==> src/rtl/replay_bar_ctrl_pkg.sv <==
// Shared game definitions: replay-prompt state encodings, bar geometry and renderer colours.
package replay_bar_ctrl_pkg;

  typedef enum logic [1:0] {
    IDLE  = 2'd0,
    COUNT = 2'd1,
    DONE  = 2'd2
  } replay_state_e;

  localparam logic [2:0] BAR_SEGMENTS = 3'd4;

  localparam logic [11:0] COLOUR_BG      = 12'h000;
  localparam logic [11:0] COLOUR_BAR_ON  = 12'h0F0;
  localparam logic [11:0] COLOUR_BAR_OFF = 12'h333;
  localparam logic [11:0] COLOUR_TEXT    = 12'hFFF;

  function automatic logic bar_full(input logic [2:0] level);
    return (level >= BAR_SEGMENTS);
  endfunction

endpackage

==> src/rtl/replay_bar_ctrl_tick_divider.sv <==
// Free-running prescaler: one-cycle tick every PERIOD enabled cycles, sync clear restarts the count.
module tick_divider #(
  parameter int unsigned PERIOD = 4
) (
  input  logic clk,
  input  logic reset,
  input  logic clr,
  input  logic en,
  output logic tick
);

  localparam int unsigned CNT_W = (PERIOD > 1) ? $clog2(PERIOD) : 1;
  localparam logic [CNT_W-1:0] LAST = CNT_W'(PERIOD - 1);

  logic [CNT_W-1:0] cnt_r;

  assign tick = en && !clr && (cnt_r == LAST);

  // period counter, wraps on the tick cycle
  always_ff @(posedge clk) begin
    if (reset) begin
      cnt_r <= '0;
    end else if (clr) begin
      cnt_r <= '0;
    end else if (en) begin
      if (cnt_r == LAST) begin
        cnt_r <= '0;
      end else begin
        cnt_r <= cnt_r + CNT_W'(1);
      end
    end else begin
      cnt_r <= cnt_r;
    end
  end

endmodule

==> src/rtl/replay_bar_ctrl.sv <==
// Replay prompt controller: loading bar countdown with confirm/cancel/timeout exits.
// Optional blinking REPLAY text enabled by defining REPLAY_BLINK_EN.
module replay_bar_ctrl
  import replay_bar_ctrl_pkg::*;
#(
  parameter int unsigned TICKS_PER_SEG = 6250000,
  parameter int unsigned BLINK_TICKS   = 3125000
) (
  input  logic       clk,
  input  logic       reset,
  input  logic       start,
  input  logic       btn_confirm,
  input  logic       btn_cancel,
  output logic [2:0] bar_level,
  output logic       active,
  output logic       blink,
  output logic       replay_pulse,
  output logic       exit_pulse
);

  replay_state_e state_r;
  logic [2:0]    bar_level_r;
  logic          active_r;
  logic          replay_r;
  logic          exit_r;

  logic start_acc_s;
  logic in_count_s;
  logic seg_tick_s;
  logic timeout_s;

  // start is ignored only in DONE; in COUNT it restarts the countdown
  assign start_acc_s = start && (state_r != DONE);
  assign in_count_s  = (state_r == COUNT);
  assign timeout_s   = seg_tick_s && bar_full(bar_level_r);

  tick_divider #(
    .PERIOD(TICKS_PER_SEG)
  ) u_seg_div (
    .clk  (clk),
    .reset(reset),
    .clr  (start_acc_s || !in_count_s),
    .en   (in_count_s),
    .tick (seg_tick_s)
  );

  // prompt FSM with registered bar level and exit pulses
  always_ff @(posedge clk) begin
    if (reset) begin
      state_r     <= IDLE;
      bar_level_r <= 3'd0;
      active_r    <= 1'b0;
      replay_r    <= 1'b0;
      exit_r      <= 1'b0;
    end else begin
      replay_r <= 1'b0;
      exit_r   <= 1'b0;
      case (state_r)
        IDLE: begin
          if (start) begin
            state_r     <= COUNT;
            bar_level_r <= 3'd0;
            active_r    <= 1'b1;
          end else begin
            state_r  <= IDLE;
            active_r <= 1'b0;
          end
        end
        COUNT: begin
          if (start) begin
            bar_level_r <= 3'd0;
          end else if (btn_confirm) begin
            state_r     <= DONE;
            bar_level_r <= 3'd0;
            active_r    <= 1'b0;
            replay_r    <= 1'b1;
          end else if (btn_cancel || timeout_s) begin
            state_r     <= DONE;
            bar_level_r <= 3'd0;
            active_r    <= 1'b0;
            exit_r      <= 1'b1;
          end else if (seg_tick_s) begin
            bar_level_r <= bar_level_r + 3'd1;
          end else begin
            bar_level_r <= bar_level_r;
          end
        end
        DONE: begin
          state_r     <= IDLE;
          bar_level_r <= 3'd0;
          active_r    <= 1'b0;
        end
        default: begin
          state_r     <= IDLE;
          bar_level_r <= 3'd0;
          active_r    <= 1'b0;
        end
      endcase
    end
  end

  assign bar_level    = bar_level_r;
  assign active       = active_r;
  assign replay_pulse = replay_r;
  assign exit_pulse   = exit_r;

`ifdef REPLAY_BLINK_EN
  logic blink_r;
  logic blink_tick_s;
  logic stay_count_s;

  // true when the next cycle is still in COUNT, i.e. the text stays on screen
  assign stay_count_s = start_acc_s ||
                        (in_count_s && !btn_confirm && !btn_cancel && !timeout_s);

  tick_divider #(
    .PERIOD(BLINK_TICKS)
  ) u_blink_div (
    .clk  (clk),
    .reset(reset),
    .clr  (start_acc_s || !in_count_s),
    .en   (in_count_s),
    .tick (blink_tick_s)
  );

  // blink phase restarts visible on every (re)entry to COUNT
  always_ff @(posedge clk) begin
    if (reset) begin
      blink_r <= 1'b1;
    end else if (start_acc_s || !stay_count_s) begin
      blink_r <= 1'b1;
    end else if (blink_tick_s) begin
      blink_r <= ~blink_r;
    end else begin
      blink_r <= blink_r;
    end
  end

  assign blink = blink_r;
`else
  localparam logic BLINK_LEVEL = (BLINK_TICKS > 0) ? 1'b1 : 1'b1;
  assign blink = BLINK_LEVEL;
`endif

endmodule

==> config.mk <==
export PLATFORM = sky130hd
export DESIGN_NAME = replay_bar_ctrl
export DESIGN_NICKNAME = d
export VERILOG_FILES = /design/src/rtl/replay_bar_ctrl_pkg.sv /design/src/rtl/replay_bar_ctrl_tick_divider.sv /design/src/rtl/replay_bar_ctrl.sv
export SDC_FILE = /design/constraint.sdc
export NUM_CORES = 1
export LEC_CHECK = 0
export BUFFER_PORTS_ARGS = -buffer_cell sky130_fd_sc_hd__clkbuf_2
export CORE_UTILIZATION = 40
export CTS_CLUSTER_SIZE = 16
export DETAILED_ROUTE_END_ITERATION = 16
export PLACE_DENSITY = 0.68
export RECOVER_POWER = 25
export SLEW_MARGIN = 20
export SYNTH_ARGS = -nofsm -noshare
export SYNTH_HDL_FRONTEND = slang
export SYNTH_SLANG_ARGS = --single-unit
==> constraint.sdc <==
create_clock -name clk -period 2 [get_ports clk]
set_input_delay 0.4 -clock clk [delete_from_list [all_inputs] [get_ports clk]]
set_output_delay 0.4 -clock clk [all_outputs]
set_load 0.02 [all_outputs]
==> metrics.txt <==
worst hold endpoint state_r[0]; max-slew headroom at the worst pin 0.662; share of Yosys cell area claimed by the top area cell type 0.431; number of instances on the worst hold path 2; Cell Chain, Critical Path or4b_4, nor4_4, and3_4, or2_2, nor2_1; total via count after detailed routing 1140; most numerous cell in the Yosys netlist sky130_fd_sc_hd__dfxtp_1; Die Footprint between 0.003 and 0.004 mm²; Critical Path Max Stage Delay between 500 and 600 ps; initial drt markers 63; mux share of post-synthesis cell area 0.00719; critical-path cell with the highest stage delay sky130_fd_sc_hd__or4b_4; die height around 61 µm; P&R area growth vs syn 12.2%; cts bufs inserted 5; sequential-to-total area share from yosys stat 0.431; First-pass DRT Iterations 4; Starting Density 0.417; Port Buf Inserts 10; Placer Congestion around 0.8; met2 routed WL roughly 1400 µm; logic depth of the worst register-to-register path 5; count of yosys warnings during synthesis 0; Die Width approximately 61 µm; Final TNS setup 0 ps; fin. max-slew vios 0; antenna cells 0; number of distinct standard cells referenced by the synthesized netlist 35; number of instances in the synthesized netlist about 160; top cell types by occurrence after synthesis sky130_fd_sc_hd__dfxtp_1, sky130_fd_sc_hd__nor2_1, sky130_fd_sc_hd__xnor2_1; Critical Path Start Type flop; number of levels the H-tree was split into 2; multi-input combinational cell area about 750 µm²; Top FF cell, synth sky130_fd_sc_hd__dfxtp_1; PwrDens approximately 650 mW/mm²; register clock-pin slew on the reported worst setup and hold paths 100 ps; final-report hold violation count 0; net count of the mapped netlist 165; maximum number of pins on one net before global-route repair 22; total of endpoints with negative setup slack in the final report 0; syn avg cell area just under 9 µm²; combinational family with the most area after synthesis simple AND/OR/NAND/NOR gates; Root Buffer sky130_fd_sc_hd__clkbuf_4; largest cells by area after synthesis sky130_fd_sc_hd__dfxtp_1, sky130_fd_sc_hd__xnor2_1, sky130_fd_sc_hd__nor2_1; Leakage just over 0.5 nW; final layout net count roughly 180; Synth Area in Adders 0.0180; final routed wire length divided by cell count between 10 and 15 µm; cell type with the largest total area after synthesis sky130_fd_sc_hd__dfxtp_1; layout cell share with drive strength beyond 1 0.142; flip-flop and latch count after synthesis 30; proportion of synthesized flip-flops having asynchronous set or reset 0; maximum fanout encountered on the critical timing path 10; CTS tree yes; required time reported for the critical path endpoint roughly 2200 ps; antenna violations before repair 0; transition at the pin with the smallest max-transition slack around 500 ps; kind of capture point of the worst setup path flop; wire length of the first global-routing pass approximately 4800 µm; via count of the first global-routing pass between 1000 and 1500; number of cell rows 21; clock latency on the worst-skew pair between 300 and 400 ps; remaining antenna violation count 0; met1 layer wirelength in the final routing 1330 µm; compound-gate portion of the synthesized area 0.0314; Std-Cell Core Area between 0.003 and 0.004 mm²; peak clock frequency supported by timing 515 MHz; run status finished clean; top-level I/O count 12; reg2reg start u_seg_div.cnt_r[5]; CTS Hold Buffers Added 0; smallest setup slack after layout 56.7 ps; Congestion Overflow GR 0; Post-Synth Simple-Gate Area 0.337; post-route fraction of the period consumed by the critical path 0.972; amount of wire on met3 after detailed routing 179 µm; total routing resource utilization after global routing 0.185; Reg2Reg Capture Point u_seg_div.cnt_r[20]; clk sink count 30; wire length reported by the detailed router 2940 µm; sequential cell area about 600 µm²; RSZ-0062 raised after global routing no; placement-stage worst setup slack a little under 80 ps; number of synthesized flops with an enable pin 0; Hold/Removal Path Class in -> reg; number of filler cells placed in the layout between 300 and 400; Layout Skew between 15 and 20 ps; # DRC 0; clock period minus final worst setup slack around 2000 ps; critical path data arrival time 2170 ps; post-synthesis share of cell area spent on xor and xnor gates 0.132; Worst VDD drop roughly 0.29 mV; type of the worst setup path reg -> reg; Clock Tree Buf Depth 2; max-capacitance violation count 0; origin of the worst min-delay path reset; top layer used by detailed routing met4; total standard cell area after synthesis about 0.0014 mm²; Via density 5.14; final HPWL from detailed placement between 1500 and 2000 µm; register-to-register setup slack 60 ps
==> metal layers <==
metal	track usage	up-vias
met4	0.120	0
met2	0.284	29
met3	0.0512	5
li1	-	578
met1	0.227	528
met5	0	-
==> registers in the layout, summed over array words and instances, names as in the netlist <==
| signal | count |
|---|---|
| replay_pulse | 1 |
| state_r | 2 |
| bar_level | 3 |
| exit_pulse | 1 |
| u_seg_div.cnt_r | 23 |
==> worst max-delay path by stage <==
stage / endpoint / slack, ps / depth (start not counted) / from
finish: u_seg_div.cnt_r[20] / 60 / 5 / u_seg_div.cnt_r[5]
global route: u_seg_div.cnt_r[7] / 3 / 5 / u_seg_div.cnt_r[5]
global placement: u_seg_div.cnt_r[12] / 140 / 5 / u_seg_div.cnt_r[5]
floorplan: u_seg_div.cnt_r[16] / 170 / 6 / u_seg_div.cnt_r[5]
detailed placement: u_seg_div.cnt_r[21] / 80 / 5 / u_seg_div.cnt_r[5]
CTS: u_seg_div.cnt_r[21] / 30 / 5 / u_seg_div.cnt_r[5]
==> cells in the final DEF, fill, tap and decap left out, types with 4 or more instances in the layout <==
| master | n |
|---|---|
| sky130_fd_sc_hd__nor3_1 | 8 |
| sky130_fd_sc_hd__buf_4 | 4 |
| sky130_fd_sc_hd__clkbuf_1 | 6 |
| sky130_fd_sc_hd__nand3_1 | 11 |
| sky130_fd_sc_hd__nand4_1 | 5 |
| sky130_fd_sc_hd__nand2_1 | 10 |
| sky130_fd_sc_hd__and4_1 | 4 |
| sky130_fd_sc_hd__nor4_1 | 4 |
| sky130_fd_sc_hd__inv_1 | 5 |
| sky130_fd_sc_hd__xnor2_1 | 15 |
| sky130_fd_sc_hd__nor2_1 | 29 |
| sky130_fd_sc_hd__dfxtp_1 | 30 |
| sky130_fd_sc_hd__clkbuf_2 | 5 |
| sky130_fd_sc_hd__clkbuf_4 | 5 |
| sky130_fd_sc_hd__xor2_1 | 6 |
==> cells by family (layout without fill, tap and decap cells) <==
kind of cell | Yosys count | in the layout
mux | 1 | 1
simple gates | 86 | 87
other cells | 1 | 1
buf+inv | 10 | 27
xor+xnor | 21 | 21
compound gates | 7 | 7
flops | 30 | 30
fa+ha+maj | 2 | 2
==> repair_timing <==
| action | CTS | global route |
|---|---|---|
| resized for setup | 0 | 2 |
| buffers inserted | 0 | 0 |
| endpoints found under the hold margin | 0 | 0 |
| endpoints found under the setup margin | 0 | 23 |
==> power breakdown <==
group,switching (mW),total (mW),leakage (nW),internal [mW]
logic,0.0241,0.0363,0.232,0.0122
clock network,0.210,0.380,0.0353,0.170
registers,0.00302,0.603,0.242,0.600
total,0.237,1.02,0.509,0.782
==> cell type report <==
class                           instances  share of cell area
Clock buffer                            7              0.0352
Timing Repair Buffer                   14              0.0472
Inverter                                5              0.0120
Multi-Input combinational cell        119               0.481
Sequential cell                        30               0.384
Clock inverter                          1             0.00320
Tap cell                               46              0.0368
==> per-stage QoR <==
step | power (mW) | hold slack (ps) | area (µm²) | std cells | utilization
2_1_floorplan | 0.641 | 426 | 1390 | 158 | -
3_3_place_gp | 0.650 | 449 | 1490 | 213 | 0.447
3_5_place_dp | 0.651 | 465 | 1490 | 213 | 0.447
4_1_cts | 1.03 | 226 | 1550 | 221 | 0.465
5_1_grt | 1.07 | 216 | 1560 | 222 | 0.468
6_report | 1.02 | 232 | 1560 | 222 | 0.468
==> worst max-delay path: cells and delay by family, from the launching register on <==
| kind | cells | cell delay (ps) |
|---|---|---|
| flops | 1 | 360 |
| simple gates | 5 | 1470 |
Power figures use the tool's default switching activity.
